$ cat config.mk
export PLATFORM = sky130hd
export DESIGN_NAME = stopwatch_ctrl_flat
export DESIGN_NICKNAME = d
export VERILOG_FILES = /design/src/rtl/stopwatch_pkg.sv /design/src/rtl/stopwatch_ctrl_if.sv /design/src/rtl/stopwatch_ctrl_mod_counter.sv /design/src/rtl/stopwatch_ctrl.sv /design/src/flat_wrapper.sv
export SDC_FILE = /design/constraint.sdc
export NUM_CORES = 1
export LEC_CHECK = 0
export CAP_MARGIN = 20
export CORE_ASPECT_RATIO = 1.4
export CORE_UTILIZATION = 32
export CTS_CLUSTER_DIAMETER = 120
export CTS_CLUSTER_SIZE = 8
export DETAILED_ROUTE_END_ITERATION = 16
export PLACE_DENSITY = 0.72
export SLEW_MARGIN = 20
export SYNTH_ARGS = -nofsm -noshare
export SYNTH_HDL_FRONTEND = slang
export SYNTH_SLANG_ARGS = --single-unit
$ cat constraint.sdc
create_clock -name clk -period 2.7 [get_ports clk]
set_input_delay 0.405 -clock clk [delete_from_list [all_inputs] [get_ports clk]]
set_output_delay 0.405 -clock clk [all_outputs]
set_load 0.005 [all_outputs]
$ cat src/rtl/stopwatch_pkg.sv
// Shared state encoding, default sizing and counter-width helper for the stopwatch block.
package stopwatch_pkg;

    localparam logic [1:0] ST_IDLE  = 2'd0;
    localparam logic [1:0] ST_RUN   = 2'd1;
    localparam logic [1:0] ST_PAUSE = 2'd2;
    localparam logic [1:0] ST_LAP   = 2'd3;

    localparam int unsigned DEF_MAXVAL   = 999;
    localparam int unsigned DEF_PRESCALE = 4;

    // Bits needed to hold 0..mod-1, never less than one.
    function automatic int unsigned cnt_w(input int unsigned mod);
        return (mod > 1) ? $clog2(mod) : 1;
    endfunction

endpackage

$ cat src/rtl/stopwatch_ctrl_if.sv
// Command pulses from the button logic and display-side status of the stopwatch.
interface stopwatch_ctrl_if;

    logic        start;
    logic        stop;
    logic        lap;
    logic        clear;
    logic [31:0] out;
    logic [31:0] live;
    logic        run;
    logic        lapped;
    logic        wrap;

    modport master (
        output start, stop, lap, clear,
        input  out, live, run, lapped, wrap
    );

    modport slave (
        input  start, stop, lap, clear,
        output out, live, run, lapped, wrap
    );

endinterface

$ cat src/rtl/stopwatch_ctrl_mod_counter.sv
// Modulo-MOD up counter with synchronous clear; tc flags the wrapping increment.
module mod_counter
    import stopwatch_pkg::*;
#(
    parameter  int unsigned MOD = 4,
    localparam int unsigned W   = cnt_w(MOD)
) (
    input  logic         clk,
    input  logic         rst,
    input  logic         en,
    input  logic         sclr,
    output logic [W-1:0] q,
    output logic         tc
);

    localparam logic [W-1:0] LAST = W'(MOD - 1);

    logic [W-1:0] q_q, q_d;

    assign tc = en && (q_q == LAST);
    assign q  = q_q;

    always_comb begin
        q_d = q_q;
        if (sclr)
            q_d = '0;
        else if (tc)
            q_d = '0;
        else if (en)
            q_d = q_q + 1'b1;
    end

    always_ff @(posedge clk or negedge rst) begin
        if (!rst)
            q_q <= '0;
        else
            q_q <= q_d;
    end

endmodule

$ cat src/rtl/stopwatch_ctrl.sv
// Stopwatch sequencer: command FSM gating a prescaler and a mod-(MAXVAL+1) value
// counter, with a lap snapshot that freezes the displayed value.
module stopwatch_ctrl
    import stopwatch_pkg::*;
#(
    parameter int unsigned MAXVAL   = DEF_MAXVAL,
    parameter int unsigned PRESCALE = DEF_PRESCALE
) (
    input  logic             clk,
    input  logic             rst,
    stopwatch_ctrl_if.slave  bus
);

    localparam int unsigned VW = cnt_w(MAXVAL + 1);
    localparam int unsigned PW = cnt_w(PRESCALE);

    logic [1:0]    state_q, state_d;
    logic [VW-1:0] snap_q, snap_d;
    logic [VW-1:0] out_q, out_d;
    logic          run_q, run_d;
    logic          lapped_q, lapped_d;
    logic          wrap_q, wrap_d;

    logic [VW-1:0] live_cnt, live_nxt;
    logic [PW-1:0] pre_cnt;
    logic          pre_tc, val_tc, running;
    logic          do_clear, do_stop, do_start, do_lap;

    // Only the highest-priority asserted command is decoded; lower ones are dropped.
    assign do_clear = bus.clear;
    assign do_stop  = !bus.clear && bus.stop;
    assign do_start = !bus.clear && !bus.stop && bus.start;
    assign do_lap   = !bus.clear && !bus.stop && !bus.start && bus.lap;

    assign running = (state_q == ST_RUN) || (state_q == ST_LAP);

    mod_counter #(.MOD(PRESCALE)) u_pre (
        .clk  (clk),
        .rst  (rst),
        .en   (running),
        .sclr (do_clear || (state_q == ST_IDLE && do_start)),
        .q    (pre_cnt),
        .tc   (pre_tc)
    );

    mod_counter #(.MOD(MAXVAL + 1)) u_val (
        .clk  (clk),
        .rst  (rst),
        .en   (pre_tc),
        .sclr (do_clear),
        .q    (live_cnt),
        .tc   (val_tc)
    );

    always_comb begin
        state_d = state_q;
        if (do_clear) begin
            state_d = ST_IDLE;
        end else begin
            case (state_q)
                ST_IDLE:  if (do_start) state_d = ST_RUN;
                ST_RUN:   if (do_stop) state_d = ST_PAUSE;
                          else if (do_lap) state_d = ST_LAP;
                ST_PAUSE: if (do_start) state_d = ST_RUN;
                ST_LAP:   if (do_stop) state_d = ST_PAUSE;
                          else if (do_lap) state_d = ST_RUN;
                default:  state_d = ST_IDLE;
            endcase
        end
    end

    // Post-edge value of the counter, so the registered display can follow it.
    always_comb begin
        live_nxt = live_cnt;
        if (do_clear || val_tc)
            live_nxt = '0;
        else if (pre_tc)
            live_nxt = live_cnt + 1'b1;
    end

    always_comb begin
        snap_d = snap_q;
        if (state_q == ST_RUN && state_d == ST_LAP)
            snap_d = live_cnt;
        out_d    = (state_d == ST_LAP) ? snap_d : live_nxt;
        run_d    = (state_d == ST_RUN) || (state_d == ST_LAP);
        lapped_d = (state_d == ST_LAP);
        wrap_d   = val_tc && !do_clear;
    end

    always_ff @(posedge clk or negedge rst) begin
        if (!rst) begin
            state_q  <= ST_IDLE;
            snap_q   <= '0;
            out_q    <= '0;
            run_q    <= 1'b0;
            lapped_q <= 1'b0;
            wrap_q   <= 1'b0;
        end else begin
            state_q  <= state_d;
            snap_q   <= snap_d;
            out_q    <= out_d;
            run_q    <= run_d;
            lapped_q <= lapped_d;
            wrap_q   <= wrap_d;
        end
    end

    assign bus.out    = 32'(out_q);
    assign bus.live   = 32'(live_cnt);
    assign bus.run    = run_q;
    assign bus.lapped = lapped_q;
    assign bus.wrap   = wrap_q;

endmodule
$ cat src/flat_wrapper.sv
// flat-port wrapper written by rule: the top's interface ports become plain ports
module stopwatch_ctrl_flat import stopwatch_pkg::*;
#(
    parameter int unsigned MAXVAL   = DEF_MAXVAL,
    parameter int unsigned PRESCALE = DEF_PRESCALE
)
  (clk, rst, bus_start, bus_stop, bus_lap, bus_clear, bus_out, bus_live, bus_run, bus_lapped, bus_wrap);
  stopwatch_ctrl_if bus_i ();
  input  logic clk;
  input  logic rst;
  input wire logic [$bits(bus_i.start)-1:0] bus_start;
  input wire logic [$bits(bus_i.stop)-1:0] bus_stop;
  input wire logic [$bits(bus_i.lap)-1:0] bus_lap;
  input wire logic [$bits(bus_i.clear)-1:0] bus_clear;
  output wire logic [$bits(bus_i.out)-1:0] bus_out;
  output wire logic [$bits(bus_i.live)-1:0] bus_live;
  output wire logic [$bits(bus_i.run)-1:0] bus_run;
  output wire logic [$bits(bus_i.lapped)-1:0] bus_lapped;
  output wire logic [$bits(bus_i.wrap)-1:0] bus_wrap;
  assign bus_i.start = bus_start;
  assign bus_i.stop = bus_stop;
  assign bus_i.lap = bus_lap;
  assign bus_i.clear = bus_clear;
  assign bus_out = bus_i.out;
  assign bus_live = bus_i.live;
  assign bus_run = bus_i.run;
  assign bus_lapped = bus_i.lapped;
  assign bus_wrap = bus_i.wrap;
  stopwatch_ctrl #(.MAXVAL(MAXVAL), .PRESCALE(PRESCALE)) u_core (.clk(clk), .rst(rst), .bus(bus_i));
endmodule
* Word-level counts from Yosys, hierarchy flattened *
Index checks and enable logic that the tools add are counted.

word-level totals
  register bits = 37
  latch bits = 0
  bits in writable memories = 0
  bits in read-only memories = 0
  input port bits = 6
  output and inout port bits = 67
  logic and storage cells = 53
  memories = 0

operators by class
  $add $sub $neg = 2
  $mul = 0
  div/mod/pow operators = 0
  magnitude comparators = 0
  equal/unequal tests = 7
  shift operators = 0
  multiplexer cells = 16
  bitwise logic cells = 0
  reduce and logical (&&, ||, !) cells = 20

operators with widths
  cell                   number
  $mux 10                6
  $mux 2                 9
  $add 10x1->10 const B  1
  $eq 10x10->1 const B   1
  $logic_and 1x1->1      10
  $eq 2x2->1 const B     4
  $pmux 2 s3             1
  $eq 2x1->1 const B     2
  $logic_or 1x1->1       4
  $logic_not 1->1        3
  $reduce_bool 3->1      1
  $add 2x1->2 const B    1
  $logic_not 2->1        1
  $reduce_or 2->1        1

* Logic depth before layout (Yosys ltp) *
  depth in word-level cells = 12
  depth in mapped cells = 6

* Cells and area by module *
Synthesis repeated with hierarchy kept, for this count alone.

unflattened totals
  cell total of the unflattened synthesis = 215
  area, all modules = 2128.3 um^2

by module, submodules not included
  module                      times used  cells each  area each (um^2)  sequential area each (um^2)
  stopwatch_ctrl              1           151         1458.9            600.6
  mod_counter (u_core.u_val)  1           55          556.8             250.2
  mod_counter (u_core.u_pre)  1           9           112.6             50.0

* Worst setup path after synthesis *
Ideal clock, no wire load.

  kind = register -> register
  start = register u_core.u_val.q_q[0] (netlist: u_core.u_val.q[0])
  end = register u_core.out_q[0]
  setup time = 0.125 ns
  arrival time = 1.916 ns
  data required time = 2.575 ns
  setup slack = 0.660 ns
  cell stages (with the launch flop) = 6
  buffers on the path = 0
  period minus slack after synthesis = 2.040 ns
  path through = dfrtp_1 -> ha_1 -> nand4_1 -> o41ai_1 -> nor2_1 -> mux2_2

on the way
  longest elaborated chain between the ends = 5
  elaborated cells on any way between the ends = 8

RTL lines
  item                                                   RTL line                          text
  from (decl)                                            stopwatch_ctrl_mod_counter.sv:18  logic [W-1:0] q_q, q_d;
  from (signal assigned)                                 stopwatch_ctrl_mod_counter.sv:37  q_q <= q_d;
  branches (longest 4 deep; another with $add 10x1->10)  --
  $mux 10 *                                              stopwatch_ctrl.sv:85              out_d = (state_d == ST_LAP) ? snap_d : live_nxt;
  via u_core.out_d[0]                                    stopwatch_ctrl.sv:19              logic [VW-1:0] out_q, out_d;
  to (signal assigned)                                   stopwatch_ctrl.sv:102             out_q <= out_d;
  to (decl)                                              stopwatch_ctrl.sv:19

Mark *: on every way through the listed nets, which the timed path passes.
A chain may end at the register's enable or synchronous reset.

* Worst setup path in the final report *
  start = input port bus_stop
  end = register u_core.out_q[1]

on the way
  longest elaborated chain between the ends = 12
  elaborated cells on any way between the ends = 17

RTL lines
  item                              RTL line                                    text
  from (decl)                       flat_wrapper.sv:12                          input wire logic [$bits(bus_i.stop)-1:0] bus_stop;
  $logic_not 1->1                   stopwatch_ctrl.sv:32, stopwatch_ctrl.sv:33
  $logic_and 1x1->1                 stopwatch_ctrl.sv:32, stopwatch_ctrl.sv:33
  $logic_and 1x1->1 (2 in series)   stopwatch_ctrl.sv:33                        assign do_lap = !bus.clear && !bus.stop && !bus.start && bus.lap;
  $mux 2, on equally long branches  stopwatch_ctrl.sv:66, stopwatch_ctrl.sv:63
  $mux 2, on equally long branches  stopwatch_ctrl.sv:65, stopwatch_ctrl.sv:62
  $pmux 2 s3 *                      stopwatch_ctrl.sv:60                        case (state_q)
  $mux 2 *                          stopwatch_ctrl.sv:57                        if (do_clear) begin
  $eq 2x2->1 *                      stopwatch_ctrl.sv:83                        if (state_q == ST_RUN && state_d == ST_LAP)
  $logic_and 1x1->1 *               stopwatch_ctrl.sv:83
  $mux 10 *                         stopwatch_ctrl.sv:83
  via u_core.snap_d[1]              stopwatch_ctrl.sv:18                        logic [VW-1:0] snap_q, snap_d;
  $mux 10 *                         stopwatch_ctrl.sv:85
  via u_core.out_d[1]               stopwatch_ctrl.sv:19

Mark *: on every way through the listed nets, which the timed path passes. The rest lies on a longest branch.

==> metrics.sh <==
OUTCOME='finished, final reports clean'
POSTSYNTHREGISTERBITS=36
R2R-END='u_core.out_q[1]'
AVGVIACOUNTPERCELL=4.40
CRIT_PATH_MAX_FANOUT=10
PLACE.DETAILED.INSTANCES=276
YOSYSUNIQUECELLTYPES=33
POWER.LEAKAGE_nW=1.08
DETAIL_ROUTE.DRC_VIOLATIONS=0
SYNTHXORXNORAREAFRAC=0.0271
IO-PIN-COUNT=73
WL_PER_CELL_UM=11.9
SYNTH_FA_HA_AREA_FRAC=0.0129
NETS=221
FP-ROW-COUNT=33
NET-SWITCHING-POWER_mW=0.226
MAX_CAP_VIOL_COUNT=0
PLACE_HPWL_MM=2.42
UNREPAIRED_SETUP_ENDPOINTS_AFTER_GLOBAL_ROUTING='false'
HOLD_VIOL=0
HEIGHT_OF_THE_CHIP_UM=94.1
FIN_SETUP_TNS_NS=0
SYNTH_COMPOUND_GATE_AREA_SHARE=0.0587
SYNTH_LARGEST_TYPE_AREA_FRACTION=0.464
ANTENNA-DIODE-COUNT=0
ANTENNA_FOUND_INITIAL=0
MAX-CLOCK-PATH-BUFFERS=2
CP-STARTPOINT='bus_stop'
SYNTH_SIMPLE_GATE_AREA_FRAC=0.117
DESIGN.DIE.AREA_UM2=6380
POST_SYNTH.CELL_AREA_AVG_UM2=11.0
DOMINANT_CELL_BY_COUNT_IN_THE_SYNTHESIZED_NETLIST='sky130_fd_sc_hd__buf_4'
DRT_ITER0_MARKERS=55
POSTSYNTHCELLCOUNT=177
CRIT_END_ELEMENT='flop'
HTREE_LEVELS=2
MAX-VDD-IR-DROP_uV=147
GRT_FIRST_PASS_WIRELENGTH_MM=5.29
PROPORTION_OF_LAYOUT_CELLS_WITH_A_DRIVE_SUFFIX_ABOVE_1=0.150
PIN_COUNT_OF_THE_BIGGEST_NET_ENTERING_GLOBAL_ROUTING=37
WORST_SETUP_HOLD_PATH_CLK_SLEW_NS=0.07
CRITICAL_PATH_STARTPOINT_CATEGORY='primary input'
TIMING_MAX_TRANSITION_VIOLATIONS_FINAL=0
CLOCK_INSERTION_DELAY_WORST_SKEW_NS=0.29
CRIT-REG2REG-LAUNCH='u_core.bus.run'
FIN_CRIT_NS=2.24
REG2REG_SETUP_SLACK_NS=0.70
STARTING_DENSITY=0.331
POSTCTSSETUPREPAIRBUFS=0
YS_TOP_CELLS_BY_AREA='sky130_fd_sc_hd__dfrtp_1 (46%), sky130_fd_sc_hd__buf_4 (17%), sky130_fd_sc_hd__mux2_2 (6.4%)'
SYNTH-SEQ-AREA-SHARE=0.464
SYNTH_ASYNC_SR_FLOP_SHARE=1.00
CLOCK_SINK_COUNT=36
ROUTE.ANTENNA.REMAINING_NETS=0
SYNTH_TOP_FAMILY_BY_AREA='buffers and inverters'
FINAL_MIN_PERIOD_OVER_CLOCK_PERIOD=0.829
WORST_SETUP_PATH_ENDPOINT='u_core.out_q[1]'
TRITONCTS='yes'
FINAL_CELLS=283
PART_OF_THE_POWER_IN_REGISTERS=0.565
DR_TOTAL_VIAS=1246
HOLD_PATH_CLASS='reg2reg'
DETAIL_ROUTE.FIRST_PASS.ITERATIONS=4
DETAIL_ROUTE.WIRELENGTH_MM=3.37
TRACK_USAGE=0.117
TIMING.CLOCK.SKEW_NS=0.00658
CRIT_REQUIRED_NS=2.87
CLOCK-ROOT-BUFFER='sky130_fd_sc_hd__clkbuf_8'
SYNTH_FLOP_CELL='sky130_fd_sc_hd__dfrtp_1'
GP_CONGESTION=0.767
CELL_INTERNAL_PWR_mW=0.737
NETLIST_AREA_UM2=1940
COMBINATIONAL_POWER_SHARE=0.064
REG2REG_DEPTH=5
AREAGROWTHSYNTHTOFINISH_PCT=15.5
SETUP-VIOLATIONS-FINAL=0
YOSYSWARNINGCOUNT=0
PATH_CLASS='in2reg'
DIE_W_UM=67.8
POST_SYNTH_MOST_FREQUENT_CELLS='sky130_fd_sc_hd__buf_4 (44), sky130_fd_sc_hd__dfrtp_1 (36), sky130_fd_sc_hd__mux2_2 (11)'
PWR_DENSITY_CELL_nW_PER_UM2=429
CLOCK_NETWORK_POWER_SHARE=0.372
PLACEABLECOREAREA_UM2=5860
GRT_PASS1_VIAS=1071
SYNTH_AREA_LEADER_CELL='sky130_fd_sc_hd__dfrtp_1'
CTS_REPAIR_RESIZE_COUNT=0
CTS-BUFFERS-INSERTED=5
WORSTPATHARRIVAL_NS=2.41
SWITCHING_SHARE=0.234
SYNTHMUXAREASHARE=0.128
TIMING.FMAX_GHz=0.447
PORTBUFFERS=28
SYNTH-EDFF-COUNT=0
GRT.OVERFLOW.TOTAL=0
HOLD_BUFFER_COUNT_AT_CTS=0
## power groups by stage
stage | logic [mW] | registers (mW) | clock network [mW]
4_1_cts | 0.0619 | 0.543 | 0.368
5_1_grt | 0.0731 | 0.543 | 0.392
6_report | 0.0613 | 0.543 | 0.358
2_1_floorplan | 0.0767 | 0.554 | 0
3_3_place_gp | 0.0604 | 0.553 | 0
3_5_place_dp | 0.0618 | 0.554 | 0
## metrics by stage
step	power (mW)	setup slack, ns	hold slack, ns	utilization	cell area (µm²)
floorplan	0.631	0.660	0.109	-	2100
global placement	0.614	0.171	0.474	0.369	2160
detailed placement	0.615	0.151	0.477	0.369	2160
finish	0.962	0.462	0.493	0.382	2240
CTS	0.973	0.450	0.498	0.382	2240
global route	1.01	0.385	0.514	0.382	2240
## layout make-up
cell class	count	area [µm²]
timing repair buffer	34	325
inverter	4	15.0
clock inverter	2	12.5
sequential	36	901
tap	70	87.6
clock buffer	5	68.8
fill	574	3620
multi-input combinational	132	832
## critical path, stage by stage
cell and delay, ns:
sky130_fd_sc_hd__clkdlybuf4s50_1 0.45, sky130_fd_sc_hd__or3b_1 0.39, sky130_fd_sc_hd__or3b_1 0.38, sky130_fd_sc_hd__buf_4 0.20, sky130_fd_sc_hd__mux2_4 0.32, sky130_fd_sc_hd__mux2_2 0.26
## layout by cell type (no fill, tap or decap), drive strengths merged, types with 3 or more instances in the layout
master,instances
nand3,5
nand2,6
nor3,3
buf,6
clkdlybuf4s50,28
mux2,18
o21ai,3
clkbuf,5
a21oi,6
and3,4
dfrtp,36
nand4,4
xor2,3
o2bb2ai,3
inv,4
xnor2,3
conb,44
nor2,10
## worst min-delay path by stage
stage | from | slack (ns) | to | cells after the start
2_1_floorplan | rst | 0.11 | u_core.bus.lapped | 0
3_3_place_gp | u_core.snap_q[1] | 0.47 | u_core.snap_q[1] | 1
3_5_place_dp | u_core.snap_q[4] | 0.48 | u_core.snap_q[4] | 1
4_1_cts | u_core.snap_q[4] | 0.50 | u_core.snap_q[4] | 1
5_1_grt | u_core.snap_q[0] | 0.51 | u_core.snap_q[0] | 1
6_report | u_core.snap_q[0] | 0.49 | u_core.snap_q[0] | 1
## per-layer routing
metal / track usage / wire length, µm / up-vias / part of all wire
li1: - / - / 589 / -
met1: 0.135 / 1380 / 594 / 0.41
met2: 0.189 / 1700 / 58 / 0.50
met3: 0.0473 / 250 / 5 / 0.074
met4: 0.0417 / 43 / 0 / 0.013
met5: 0 / 0 / - / 0
## logic make-up after synthesis
group,after synthesis
adders and majority gates,2
other,1
DFF,36
muxes,20
xor gates and xnor gates,6
buffers and inverters,52
AOI/OAI and AO/OA,17
and+or+nand+nor,43
## state kept, by name, indices dropped and copies added, names as in the netlist
signal             flops
u_core.bus.wrap        1
u_core.snap_q         10
u_core.out_q          10
u_core.u_val.q        10
u_core.u_pre.q         2
u_core.state_q         1
u_core.bus.lapped      1
u_core.bus.run         1
Note: power is estimated with default switching activity, not from simulation.
